**config.mk**
```make
export PLATFORM = sky130hd
export DESIGN_NAME = mode_counter
export DESIGN_NICKNAME = d
export VERILOG_FILES = /design/src/rtl/counter_pkg.sv /design/src/rtl/cnt_prescaler.sv /design/src/rtl/mode_counter.sv
export SDC_FILE = /design/constraint.sdc
export NUM_CORES = 1
export LEC_CHECK = 0
export ABC_AREA = 1
export ABC_CLOCK_PERIOD_IN_PS = 1800
export CORE_UTILIZATION = 35
export CTS_CLUSTER_DIAMETER = 40
export DETAILED_ROUTE_END_ITERATION = 10
export MAX_ROUTING_LAYER = met4
export SYNTH_ARGS = -nofsm -noshare
export SYNTH_HDL_FRONTEND = slang
export SYNTH_HIERARCHICAL = 1
export SYNTH_SLANG_ARGS = --single-unit
```
**constraint.sdc**
```tcl
create_clock -name clk -period 1.8 [get_ports clk]
set_clock_uncertainty 0.2 [all_clocks]
set_input_delay 0.18 -clock clk [delete_from_list [all_inputs] [get_ports clk]]
set_output_delay 0.18 -clock clk [all_outputs]
set_load 0.1 [all_outputs]
```
**src/rtl/counter_pkg.sv**
```systemverilog
// Shared types for the mode counter: terminal-behaviour modes and run/done state.
package counter_pkg;

   typedef enum logic [1:0] {
      CM_WRAP    = 2'd0,
      CM_SAT     = 2'd1,
      CM_ONESHOT = 2'd2,
      CM_RSVD    = 2'd3
   } cnt_mode_e;

   typedef enum logic {
      ST_RUN  = 1'b0,
      ST_DONE = 1'b1
   } cnt_state_e;

endpackage

```
**src/rtl/cnt_prescaler.sv**
```systemverilog
// Clock-enable prescaler: one tick every prescale+1 cycles in which run is high.
module cnt_prescaler #(
   parameter int PRE_W = 4
) (
   input  logic             clk,
   input  logic             rst_,
   input  logic             clr,
   input  logic             run,
   input  logic [PRE_W-1:0] prescale,
   output logic             tick
);

   logic [PRE_W-1:0] cnt_q;
   logic [PRE_W-1:0] cnt_d;

   assign tick = run && (cnt_q == prescale);

   // Dropping run freezes the count in place; only clr or a tick resets it.
   always_comb begin
      cnt_d = cnt_q;
      if (clr) begin
         cnt_d = '0;
      end else if (run) begin
         cnt_d = tick ? '0 : cnt_q + PRE_W'(1);
      end
   end

   always_ff @(posedge clk or negedge rst_) begin
      if (!rst_) begin
         cnt_q <= '0;
      end else begin
         cnt_q <= cnt_d;
      end
   end

endmodule

```
**src/rtl/mode_counter.sv**
```systemverilog
// Up/down timer/event counter with programmable terminal value, prescaler and
// wrap / saturate / one-shot terminal behaviour; tc is a one-cycle terminal pulse.
module mode_counter
   import counter_pkg::*;
#(
   parameter int WIDTH = 8,
   parameter int PRE_W = 4
) (
   input  logic             clk,
   input  logic             rst_,
   input  logic             enable,
   input  logic             load,
   input  logic [WIDTH-1:0] data,
   input  logic             up_dn,
   input  logic [1:0]       mode,
   input  logic [WIDTH-1:0] limit,
   input  logic [PRE_W-1:0] prescale,
   output logic [WIDTH-1:0] count,
   output logic             tc,
   output logic             done
);

   cnt_state_e       state_q, state_d;
   logic [WIDTH-1:0] count_q, count_d;
   logic [WIDTH-1:0] reload_q, reload_d;
   logic             tc_q, tc_d;
   logic             tick;
   logic             terminal;
   cnt_mode_e        mode_e;

   assign mode_e = cnt_mode_e'(mode);

   cnt_prescaler #(
      .PRE_W(PRE_W)
   ) u_prescaler (
      .clk      (clk),
      .rst_     (rst_),
      .clr      (load),
      .run      (enable && (state_q == ST_RUN)),
      .prescale (prescale),
      .tick     (tick)
   );

   // Up-count uses >= so a value loaded above limit terminates on the first tick.
   assign terminal = up_dn ? (count_q >= limit) : (count_q == '0);

   always_comb begin
      state_d  = state_q;
      count_d  = count_q;
      reload_d = reload_q;
      tc_d     = 1'b0;
      if (load) begin
         count_d  = data;
         reload_d = data;
         state_d  = ST_RUN;
      end else if (tick) begin
         if (!terminal) begin
            count_d = up_dn ? count_q + WIDTH'(1) : count_q - WIDTH'(1);
         end else begin
            tc_d = 1'b1;
            unique case (mode_e)
               CM_SAT: begin
                  count_d = count_q;
               end
               CM_ONESHOT: begin
                  count_d = reload_q;
                  state_d = ST_DONE;
               end
               default: begin
                  count_d = up_dn ? '0 : limit;
               end
            endcase
         end
      end
   end

   always_ff @(posedge clk or negedge rst_) begin
      if (!rst_) begin
         state_q  <= ST_RUN;
         count_q  <= '0;
         reload_q <= '0;
         tc_q     <= 1'b0;
      end else begin
         state_q  <= state_d;
         count_q  <= count_d;
         reload_q <= reload_d;
         tc_q     <= tc_d;
      end
   end

   assign count = count_q;
   assign tc    = tc_q;
   assign done  = (state_q == ST_DONE);

endmodule

```
# Word level (Yosys, flattened, before mapping)
# Cells that the tools add are included.
[totals]
reg_bits = 22
latchBits = 0
ramBits = 0
mem_bits_ro = 0
output_inout_bits = 10
elab_cells = 40
memories = 0
[classes]
addsub = 3
n_mul = 0
n_div = 0
magnitude_cmp = 1
n_eq_ne = 4
shift = 0
n_mux = 17
bitwise_logic = 1
n_reduce_logical = 9
[ops]
columns = ["op", "n"]
rows = [
  ["$mux W8", 5],
  ["$pmux W8 S2", 1],
  ["$mux W4", 3],
  ["$add A8 B1 Y8 const B", 1],
  ["$ge A8 B8 Y1", 1],
  ["$logic_not A8 Y1", 1],
  ["$mux W1", 8],
  ["$reduce_bool A2 Y1", 4],
  ["$sub A8 B1 Y8 const B", 1],
  ["$add A4 B1 Y4 const B", 1],
  ["$eq A4 B4 Y1", 1],
  ["$ne A3 B3 Y1 const B", 1],
  ["$reduce_and A3 Y1", 1],
  ["$eq A2 B1 Y1 const B", 1],
  ["$eq A2 B2 Y1 const B", 1],
  ["$logic_and A1 B1 Y1", 2],
  ["$reduce_and A2 Y1", 1],
  ["$not A1 Y1", 1],
]

# Logic depth before layout (Yosys ltp)
# Gate-level depths: netlist (run 1).
[logic_depth]
ltp_word = 6
ltp_mapped = 16
ltp_nobuf = 16

# Hierarchy
# Netlist (run 1), hierarchy kept.
[modules_own_cells]
columns = ["module", "n_inst", "cells_each", "area_each_um2", "seq_area_each_um2"]
rows = [
  ["mode_counter", 1, 221, 1556.5, 450.4],
  ["cnt_prescaler", 1, 51, 312.8, 100.1],
]

# Least setup slack after synthesis (run 1)
# No wires, ideal clock.
[synth_timing]
path_kind = "reg-to-reg"
from = "register count_q[0], in the netlist count[0]"
to = "register count_q[7], in the netlist count[7]"
setup_time_ps = 121
t_arrival_ps = 2370
required_ps = 1479
path_slack_ps = -891
path_stages_with_launch = 16
n_path_buf = 0
synth_period_minus_slack_ps = 2691
cell_sequence = "dfrtp_1 > inv_1 > ha_1 > inv_1 > nand2_1 > nand2_1 > nand2_1 > nand2_1 > nand2_1 > nand2_2 > nand2_8 > nand2_8 > o21ai_4 > nand2_4 > nand2_1 > nand2_1"
[synth_via]
elab_chain_len = 5
[synth_lines]
columns = ["element", "line", "text"]
rows = [
  ["from (decl)", "mode_counter.sv:24", "logic [WIDTH-1:0] count_q, count_d;"],
  ["from (signal assigned)", "mode_counter.sv:85", "count_q <= count_d;"],
  ["$sub A8 B1 Y8 (tied with other cells)", "mode_counter.sv:58", "count_d = up_dn ? count_q + WIDTH'(1) : count_q - WIDTH'(1);"],
  ["$mux W8 or $mux W1 (tied branches)", "mode_counter.sv:58, mode_counter.sv:45", ""],
  ["$mux W8", "mode_counter.sv:57", "if (!terminal) begin"],
  ["$mux W8", "mode_counter.sv:56", "end else if (tick) begin"],
  ["$mux W8", "mode_counter.sv:52", "if (load) begin"],
]
# Several ways; a longest one is shown, not always the timed one. The select of a mux whose other input is x is not followed.
# A chain may end at the register's enable or synchronous reset.

# Worst setup path in the final report (run 1)
[layout_timing]
from = "register count_q[7], in the netlist count[7]"
to = "register count_q[2], in the netlist count[2]"
[layout_via]
elab_chain_len = 5
[layout_lines]
columns = ["element", "line", "text"]
rows = [
  ["$ge A8 B8 Y1 or $logic_not A8 Y1 (tied branches)", "mode_counter.sv:45", "assign terminal = up_dn ? (count_q >= limit) : (count_q == '0);"],
  ["$mux W1 (*)", "mode_counter.sv:45", ""],
  ["$mux W8", "mode_counter.sv:57", ""],
  ["$mux W8", "mode_counter.sv:56", ""],
  ["$mux W8", "mode_counter.sv:52", ""],
]
# Every way passes the cells marked *; elsewhere a longest branch is shown, timed or not. The select of a mux whose other input is x is not followed.

==> results of run 1 <==
-- layer usage --
metal | vias to the layer above | share of wire | wire (µm) | GRT usage
met5 | - | 0 | 0 | -
met2 | 42 | 0.45 | 2276 | 0.3113
met1 | 892 | 0.50 | 2520 | 0.2822
met4 | 0 | 0.0087 | 44 | 0.03774
met3 | 6 | 0.043 | 215 | 0.01740
li1 | 1056 | - | - | -
-- final cells by class --
| cell class | count | area (µm²) |
|---|---|---|
| fillers | 501 | 2211 |
| multi-input cells | 202 | 1192 |
| repair buffers | 86 | 867.1 |
| flip-flops and latches | 22 | 574.3 |
| inverters | 42 | 162.7 |
| well taps | 70 | 87.58 |
| clock buffers | 4 | 45.04 |
-- power by group through the flow --
stage / clock [µW] / sequential (µW) / combinational (µW)
after global routing: 354 / 619 / 1590
after floorplan: 0 / 901 / 494
after CTS: 326 / 613 / 1420
after detailed placement: 0 / 621 / 1350
after global placement: 0 / 619 / 1350
final: 315 / 614 / 1460
-- Yosys cell counts --
cell type	number	area share
clkbuf_1	3	0.0060
nand4_1	14	0.047
o21ai_4	1	0.0087
nor2_1	12	0.024
nor2_2	3	0.010
xor2_1	5	0.023
nand2_1	77	0.15
inv_1	36	0.072
fa_1	1	0.011
nand3b_1	1	0.0040
inv_2	6	0.012
o21ai_1	7	0.019
nand3_1	39	0.10
dfrtp_1	22	0.29
nand2_4	1	0.0060
nand2_8	2	0.021
nand2_2	4	0.013
ha_1	15	0.10
buf_2	3	0.0080
or2_1	3	0.010
nor2_4	1	0.0060
o21ai_0	9	0.024
a21o_1	1	0.0040
a21oi_1	6	0.016
-- sequential cells by signal, summed over array words and instances (netlist names) --
| register | count |
|---|---|
| count | 8 |
| done | 1 |
| reload_q | 8 |
| tc | 1 |
| u_prescaler/cnt_q | 4 |
-- repair_timing --
action | in CTS | in global routing
setup endpoints to repair | 10 | 10
resized for setup | 9 | 7
buffers inserted | 8 | 0
pin swaps | 6 | 1
-- cell families (layout without fill, tap and decap cells) --
family                   count (synthesis)  after routing  synth area share
AND/OR/NAND/NOR                        157            157            0.4009
buffers and inverters                   48            132           0.09839
AO/OA/AOI/OAI                           24             24           0.07162
flip-flops                              22             22            0.2945
adder cells (fa/ha/maj)                 16             16            0.1111
XOR/XNOR                                 5              5           0.02343
-- stage by stage --
step | hold slack, ps | worst slack (ps) | setup TNS, ps | area (µm²) | power (µW)
final | 61.47 | -279.9 | -2358 | 2929 | 2392
after global routing | 101.8 | -365.9 | -3230 | 2929 | 2559
after CTS | 68.97 | -238.6 | -2051 | 2889 | 2360
after detailed placement | 273.8 | -538.9 | -4595 | 2755 | 1976
after global placement | 266.9 | -513.9 | -4277 | 2755 | 1967
after floorplan | -315.6 | -434.7 | -3703 | 1893 | 1396
-- worst min path at each step --
stage	from	endpoint	slack, ps	cells past startpoint
global route	rst_	reload_q[1]	100	2
CTS	rst_	reload_q[1]	70	2
floorplan	rst_	count[2]	-320	0
global placement	reload_q[7]	reload_q[7]	270	2
finish	rst_	reload_q[4]	60	2
detailed placement	reload_q[7]	reload_q[7]	270	2
-- worst max-delay path: cells and delay by family (launching register included) --
kind	cells	cell delay, ps
fa+ha+maj	1	310
compound gates	1	190
simple gates	8	780
flops	1	480
==> summary.md, run 1 <==
| Metric | Value |
|---|---|
| Run status | finished with violations |
| Failing checks | negative setup slack |
| Comb power frac | 0.612 |
| Layout cells sized above 1 | 0.2865 |
| Worst skew pair latency | 260 ps |
| Hpwl dp | 3905 µm |
| Reg2Reg Depth | 10 |
| Crit. End Element | flop |
| Final setup viols | 10 |
| Area grow syn2layout | 56.69% |
| Most common cell after layout, fill and taps aside | nand2_1 |
| Min-Delay Path Class | primary input to async pin |
| Net Sw Frac | 0.4294 |
| Proportion of power drawn by the clock network | 0.132 |
| Post-CTS Hold Fix Bufs | 0 |
| Largest net degree at the start of global routing | 24 |
| Routed Antenna Nets | 0 |
| R2r startpoint | count[7] |
| Placed insts | approximately 410 |
| Die Y | about 75 µm |
| Worst-Margin Slew | around 390 ps |
| Synthesized Nets | approximately 320 |
| P per Cell Area | roughly 820 nW/µm² |
| Clk sinks | 22 |
| Post-Syn Instances | between 200 and 300 |
| Via count | about 2,000 |
| Io pins | 37 |
| DRC Markers | 0 |
| WL per Instance | roughly 12 µm |
| Gr usage total | 0.1989 |
| Crit path cell chain | ha_1 -> nand2_1 -> nor2_1 -> nand2_2 -> nand2_8 -> nand2_8 -> o21ai_4 -> nand2_4 -> nand2_2 -> nand2_1 |
| NumNets Final | 400 |
| WP data arrival | between 2000 and 2500 ps |
| Starting Density | 0.3637 |
| Row cnt | 26 |
| Critical path class | flop to flop |
| Drt initial violations | between 70 and 80 |
| Maxcap violations | 0 |
| Num CTS Buffers | 3 |
| Post-synthesis cell area | 1869 µm² |
| Synthesis-stage register bit count | 22 |
| Largest stage delay on the critical path | 480 ps |
| Vias in the first global route | around 1,800 |
| Register area share after synthesis | 0.2945 |
| Die Wd | 75.08 µm |
| Final hold violation count | 0 |
| Avg Cell Area, Syn | roughly 7 µm² |
| Net Sw Power | approximately 1000 µW |
| Remaining global-route overflow | 0 |
| DRT Wirelength | ~5100 µm |
| DRT Pass-1 Iters | 4 |
| RSZ-0062 raised after global routing | yes |
| Root Buffer | clkbuf_8 |
| Bufs on Longest Clock Path | 2 |
| Die area | 5637 µm² |
| R2R Setup Slk | -280 ps |
| Lkg Pwr | between 0.0015 and 0.002 µW |
| Critical Path RT | around 1800 ps |
| Tmin final | a little over 2000 ps |
| Core Area | 5140 µm² |
| Reg clk slew, reported paths | about 80 ps |
| CTS tree | done |
| Antenna diodes | 0 |
| Fmax | about 480 MHz |
| Worst relative slew slack | 0.7382 |
| Routability cong. | about 0.90 |
| Number of port buffers | 36 |
| Fin util | 0.5699 |
| First-pass GRT wire length | about 8000 µm |
| Antenna violations before repair | 0 |
| Critical path startpoint category | flop |
| Post-Layout Cell Count | between 400 and 500 |
| Synth unique cells | 24 |
| Fin crit share | 1.156 |
| Slew Limit Fails | 0 |
| Most frequent cells in the layout | 74 x nand2_1, 46 x buf_4, 39 x nand3_1 |
| CP max FO | 8 |
| Via density | ~4.7 |
| Peak supply drop | a little under 400 µV |
| Internal Power | about 1400 µW |
| R2r endpoint | count[2] |
| CP max-delay cell | dfrtp_4 |
| CP endpoint | count[2] |
| H-tree Lvls | 1 |
| Yosys warnings | 6 |
| Crit path from | count[7] |
| Setup ws final | -279.9 ps |
| Sequential Power Share | 0.257 |
No activity file was read; power rests on OpenSTA's default activity.
==> run 2, diff against run 1 <==
Settings changed: CORE_UTILIZATION 35 to 47, GPL_TIMING_DRIVEN from default to 0, PLACE_DENSITY from default to 0.77.
==> run 2 against run 1 <==
Net effect:
- the flow still finishes with violations (negative setup slack)
- die area fell by 25%
- first-iteration DRC count grew 15%
- hold slack gained 190 ps
==> summary.md, run 2 (synthesis gave the netlist of run 1 again) <==
| Metric | Value |
|---|---|
| CP endpoint | count[1] (was count[2]) |
| Reg2Reg Depth | 10 (unchanged) |
| WL per Instance | 13.48 µm (was 11.87 µm) |
| Critical path class | flop to flop (unchanged) |
| Row cnt | 22 (was 26) |
| Most common cell after layout, fill and taps aside | nand2_1 (unchanged) |
| FF+latch area | 574.3 µm² (unchanged) |
| Clk sinks | 22 (unchanged) |
| Run status | finished with violations (unchanged) |
| Crit path cell chain | ha_4 -> nand2_1 -> nor2_2 -> nand2_4 -> nand2_8 -> nand2_8 -> o21ai_4 -> nand2_4 -> nand2_1 -> nand2_1 (was ha_1 -> nand2_1 -> nor2_1 -> nand2_2 -> nand2_8 -> nand2_8 -> o21ai_4 -> nand2_4 -> nand2_2 -> nand2_1) |
| Peak supply drop | 552.0 µV (was 387.0 µV) |
| Critical path startpoint category | flop (unchanged) |
| Worst relative slew slack | 0.3391 (was 0.7382) |
| First-pass GRT wire length | 8259 µm (was 8190 µm) |
| Logic depth of the worst setup path including buffers | 10 (unchanged) |
| NumNets Final | 367 (was 400) |
| Setup WS pre-CTS | -665.4 ps (was -538.9 ps) |
| DRT Wirelength | 5002 µm (was 5055 µm) |
| WP buf/inv | 0 (unchanged) |
| Routed Antenna Nets | 0 (unchanged) |
| Worst-Margin Slew | 988.3 ps (was 392.1 ps) |
| RSZ-0062 raised after global routing | yes (unchanged) |
| Most frequent cells in the layout | 71 x nand2_1, 35 x nand3_1, 34 x inv_1 (was 74 x nand2_1, 46 x buf_4, 39 x nand3_1) |
| Number of port buffers | 36 (unchanged) |
| Fmax | 472.8 MHz (was 480.8 MHz) |
| Via count | 1,929 (was 1,996) |
| Largest stage delay on the critical path | 510 ps (was 480 ps) |
| Remaining global-route overflow | 0 (unchanged) |
| Root Buffer | clkbuf_8 (unchanged) |
| Antenna diodes | 0 (unchanged) |
| CP delay by family, top | simple AND/OR/NAND/NOR gates (unchanged) |
| Num CTS Buffers | 3 (unchanged) |
| Min-Delay Path Class | primary input to async pin (unchanged) |
| Vias in the first global route | 1,783 (was 1,759) |
| Area grow syn2layout | 39.02% (was 56.69%) |
| Drt initial violations | 90 (was 78) |
| CTS tree | done (unchanged) |
| Hpwl dp | 3371 µm (was 3905 µm) |
| DRT Pass-1 Iters | 4 (unchanged) |
| Starting Density | 0.4993 (was 0.3637) |
| Routability cong. | 0.8597 (was 0.8967) |
| Antenna violations before repair | 0 (unchanged) |
| Largest net degree at the start of global routing | 23 (was 24) |
| R2r startpoint | count[7] (unchanged) |
| DRC Markers | 0 (unchanged) |
| CP max-delay cell | dfrtp_4 (unchanged) |
| Gr usage total | 0.2611 (was 0.1989) |
| Die area | 4233 µm² (was 5637 µm²) |
| Maxcap violations | 0 (unchanged) |
| Core Area | 3744 µm² (was 5140 µm²) |
| Final hold violation count | 0 (unchanged) |
| Setup ws final | -314.9 ps (was -279.9 ps) |
| Filler instances | 308 (was 501) |
| Io pins | 37 (unchanged) |
| Cell mode on critical path | nand2_1 |
| Die Y | 65.07 µm (was 75.08 µm) |
| Crit. End Element | flop (unchanged) |
| Die Wd | 65.07 µm (was 75.08 µm) |
| Reg clk slew, reported paths | 90 ps (was 80 ps) |
| Hold Worst Slack | 249.7 ps (was 61.47 ps) |
| R2r endpoint | count[1] (was count[2]) |
| P per Cell Area | 882.5 nW/µm² (was 816.6 nW/µm²) |
| Final setup viols | 10 (unchanged) |
| Via density | 5.199 (was 4.685) |
| Tmin final | 2115 ps (was 2080 ps) |
| CP max FO | 8 (unchanged) |
| Slew Limit Fails | 0 (unchanged) |
| WP data arrival | 2070 ps (was 2030 ps) |
| Lkg Pwr | 0.001317 µW (was 0.001509 µW) |
| Worst skew pair latency | 270 ps (was 260 ps) |
| Fin crit share | 1.175 (was 1.156) |
| Bufs on Longest Clock Path | 2 (unchanged) |
| Multi-input logic area | 1230 µm² (was 1192 µm²) |
| Crit path from | count[7] (unchanged) |
| Layout cells sized above 1 | 0.2353 (was 0.2865) |
| H-tree Lvls | 1 (unchanged) |
| Failing checks | negative setup slack (unchanged) |
| Post-CTS Hold Fix Bufs | 0 (unchanged) |
| R2R Setup Slk | -310 ps (was -280 ps) |
| Critical Path RT | 1750 ps (about the same) |
[run 2: changes by cell type in the layout (fill, tap and decap cells not counted), moves of 2 or more]
cell,delta
clkbuf_1,+2
nand2_1,-3
nand3_1,-4
buf_12,-10
nand3_2,+4
clkdlybuf4s15_2,+8
buf_2,+5
buf_4,-39
nand2_2,+2
[run 2: report_power, final]
| group | switching (µW) | internal (µW) |
|---|---|---|
| sequential | 74.9 | 568 |
| clock | 171 | 297 |
| combinational | 763 | 420 |
| total | 1010 | 1280 |
[run 2: cell type report]
type                            instances  area share
Buffer                                  6     0.01011
Clock inverter                          1     0.01156
Multi-Input combinational cell        202      0.4733
Tap cell                               48     0.02311
Timing Repair Buffer                   47      0.1825
Clock buffer                            3     0.01589
Sequential cell                        22      0.2210
Inverter                               42     0.06259
[run 2: stage by stage]
stage                     total power [µW]  instance area (µm²)  utilization  setup TNS, ps  cells
after CTS                             2212                 2535       0.6771          -2096    368
after global routing                  2432                 2599       0.6942          -3570    371
after global placement                1661                 2313       0.6180          -6983    356
after detailed placement              1672                 2313       0.6180          -6908    356
after floorplan                       1396                 1893            -          -3703    272
final                                 2293                 2599       0.6942          -2700    371
[run 2: metal layers]
metal  GRT usage  wire (µm)
met1      0.3485       2428
met2      0.4049       2286
met3     0.03697        203
met4     0.09239         83
met5           -          0
[run 2: how the worst min path moves through the flow]
stage               slack, ps           to  cells past startpoint
global route              320  reload_q[7]                      2
finish                    250  reload_q[5]                      1
CTS                       290  reload_q[5]                      1
detailed placement        270  reload_q[7]                      2
floorplan                -320     count[2]                      0
global placement          270  reload_q[7]                      2
[run 2: repair_timing]
action | 4_1_cts | 5_1_grt
endpoints found under the setup margin | 20 | 11
resized for setup | 46 | 14
setup buffers | 8 | 3
endpoints found under the hold margin | 0 | 0
pin swaps | 13 | 14
[run 2: worst reg2reg max path, delay by kind of cell (launching register included)]
family	cells	cell delay, ps
AO/OA/AOI/OAI	1	220
adder cells (fa/ha/maj)	1	280
flip-flops	1	510
AND/OR/NAND/NOR	8	780
==> run 3, diff against run 2 <==
Settings changed: CORE_MARGIN from default to 2, GPL_ROUTABILITY_DRIVEN from default to 0.
==> run 3 against run 2 <==
Net effect:
- the run still ends with negative setup slack left
- register-to-register slack got worse by 50 ps
- first-iteration DRC count increased by 54%
- largest cell class unchanged
- utilization increased by 0.10 points
- highest routed layer unchanged
- power decreased by 4.0%
- global-route usage decreased by 1.3 points
- sequential share of layout area about the same
- cell count increased by 0.27%
- sequential cell count unchanged
==> summary.md, run 3 (synthesis gave the netlist of run 1 again) <==
| Metric | Value |
|---|---|
| Sequential Power Share | 0.291 (was 0.280) |
| Most frequent cells in the layout | 67 x nand2_1, 39 x nand3_1, 34 x inv_1 (was 71 x nand2_1, 35 x nand3_1, 34 x inv_1) |
| WP data arrival | 2120 ps (was 2070 ps) |
| Drt initial violations | 139 (was 90) |
| Peak supply drop | 493.1 µV (was 552.0 µV) |
| R2R Setup Slk | -360 ps (was -310 ps) |
| Die area | 4498 µm² (was 4233 µm²) |
| Final setup viols | 10 (unchanged) |
| DRT Wirelength | 4937 µm (was 5002 µm) |
| RSZ-0062 raised after global routing | yes (unchanged) |
| Critical path startpoint category | flop (unchanged) |
| P per Cell Area | 846.3 nW/µm² (was 882.5 nW/µm²) |
| Proportion of power drawn by the clock network | 0.160 (was 0.204) |
| Hpwl dp | 3373 µm (was 3371 µm) |
| Critical Path RT | 1760 ps (was 1750 ps) |
| CTS tree | done (unchanged) |
| Final hold violation count | 0 (unchanged) |
| Core Area | 3744 µm² (unchanged) |
| Net Sw Frac | 0.4568 (was 0.4398) |
| Post-Layout Cell Count | 372 (was 371) |
| Largest net degree at the start of global routing | 23 (unchanged) |
| Gr usage total | 0.2482 (was 0.2611) |
| Row cnt | 22 (unchanged) |
| Num CTS Buffers | 3 (unchanged) |
| Worst-Margin Slew | 967.1 ps (was 988.3 ps) |
| Maxcap violations | 0 (unchanged) |
| DRT Pass-1 Iters | 4 (unchanged) |
| NumNets Final | 368 (was 367) |
| Internal Power | 1196 µW (was 1285 µW) |
| CP max FO | 3 (was 8) |
| WL per Instance | 13.27 µm (was 13.48 µm) |
| Routed Antenna Nets | 0 (unchanged) |
| Setup ws final | -362.7 ps (was -314.9 ps) |
| Antenna diodes | 0 (unchanged) |
| Root Buffer | clkbuf_8 (unchanged) |
| Post-CTS Hold Fix Bufs | 0 (unchanged) |
| Die Wd | 67.07 µm (was 65.07 µm) |
| Area grow syn2layout | 39.22% (was 39.02%) |
| Remaining global-route overflow | 0 (unchanged) |
| Fin crit share | 1.202 (was 1.175) |
| Worst relative slew slack | 0.3533 (was 0.3391) |
| Via density | 5.242 (was 5.199) |
| Comb power frac | 0.549 (was 0.516) |
| Net Sw Power | 1006 µW (was 1009 µW) |
| Fmax | 462.4 MHz (was 472.8 MHz) |
| Tmin final | 2163 ps (was 2115 ps) |
| Io pins | 37 (unchanged) |
| Fin util | 0.6952 (was 0.6942) |
| Slew Limit Fails | 0 (unchanged) |
| Die Y | 67.07 µm (was 65.07 µm) |
| Placed insts | 356 (unchanged) |
| Via count | 1,950 (was 1,929) |
| Lkg Pwr | 0.001312 µW (was 0.001317 µW) |
| Bufs on Longest Clock Path | 2 (unchanged) |
| Reg clk slew, reported paths | 80 ps (was 90 ps) |
| Layout cells sized above 1 | 0.2407 (was 0.2353) |
| Starting Density | 0.4993 (unchanged) |
| Most common cell after layout, fill and taps aside | nand2_1 (unchanged) |
| Failing checks | negative setup slack (unchanged) |
| Number of port buffers | 36 (unchanged) |
| Hold Worst Slack | 250.3 ps (was 249.7 ps) |
| First-pass GRT wire length | 8238 µm (was 8259 µm) |
| Clk sinks | 22 (unchanged) |
| H-tree Lvls | 1 (unchanged) |
| Critical path class | flop to flop (unchanged) |
| Min-Delay Path Class | primary input to async pin (unchanged) |
| Run status | finished with violations (unchanged) |
| Vias in the first global route | 1,862 (was 1,783) |
| DRC Markers | 0 (unchanged) |
| Worst skew pair latency | 260 ps (was 270 ps) |
| Antenna violations before repair | 0 (unchanged) |
| Crit. End Element | flop (unchanged) |
## run 3: metal layers
| metal | vias to the layer above | GRT usage | wire length [µm] |
|---|---|---|---|
| li1 | 990 | - | - |
| met1 | 893 | 0.3183 | 2284 |
| met3 | 4 | 0.04223 | 274 |
| met5 | - | - | 0 |
| met4 | 0 | 0.03827 | 40 |
| met2 | 63 | 0.4183 | 2338 |
## run 3: metrics by stage
step / setup TNS, ps / setup slack [ps] / instance area [µm²] / total power (µW)
after global placement: -6970 / -665.3 / 2313 / 1662
after detailed placement: -6879 / -659.6 / 2313 / 1675
after global routing: -3965 / -431.5 / 2603 / 2341
after floorplan: -3703 / -434.7 / 1893 / 1396
after CTS: -2343 / -282.4 / 2570 / 2145
final: -2996 / -362.7 / 2603 / 2203
## run 3: layout make-up
cell class / instances / area [µm²]
Tap cell: 48 / 60.06
Timing Repair Buffer: 48 / 484.2
Fill cell: 323 / 1141
Sequential cell: 22 / 574.3
Multi-Input combinational cell: 202 / 1237
Clock buffer: 4 / 55.05
Buffer: 6 / 26.28
Inverter: 42 / 165.2
## run 3: critical path, cell delays in order (launching register included)
cell and delay [ps]:
dfrtp_4 510, buf_4 160, fa_1 450, nand3_1 120, nand2_1 120, xor2_2 190, nand3_1 90, nand3_1 90
nand2_2 80, nand2_1 50
## run 3: power by group through the flow
stage	sequential, µW	clock, µW	combinational (µW)
4_1_cts	640	363	1140
2_1_floorplan	901	0	494
3_3_place_gp	649	0	1010
5_1_grt	650	388	1300
6_report	641	353	1210
3_5_place_dp	650	0	1020
## run 3: repair_timing
item,4_1_cts,5_1_grt
resized for setup,51,8
hold endpoints to repair,0,0
buffers inserted,9,3
pin swaps,9,12
cloned,0,0
setup endpoints to repair,20,11
## run 3: final timing paths
path                        startpoint                    to  depth (start not counted)
setup / recovery              count[0]              count[4]                          9
hold / removal                    rst_  u_prescaler/cnt_q[3]                          1
setup reg to reg              count[0]              count[4]                          9
hold reg to reg            reload_q[7]           reload_q[7]                          2
max in group asynchronous         rst_              count[5]                          1
min in group clk           reload_q[7]           reload_q[7]                          2
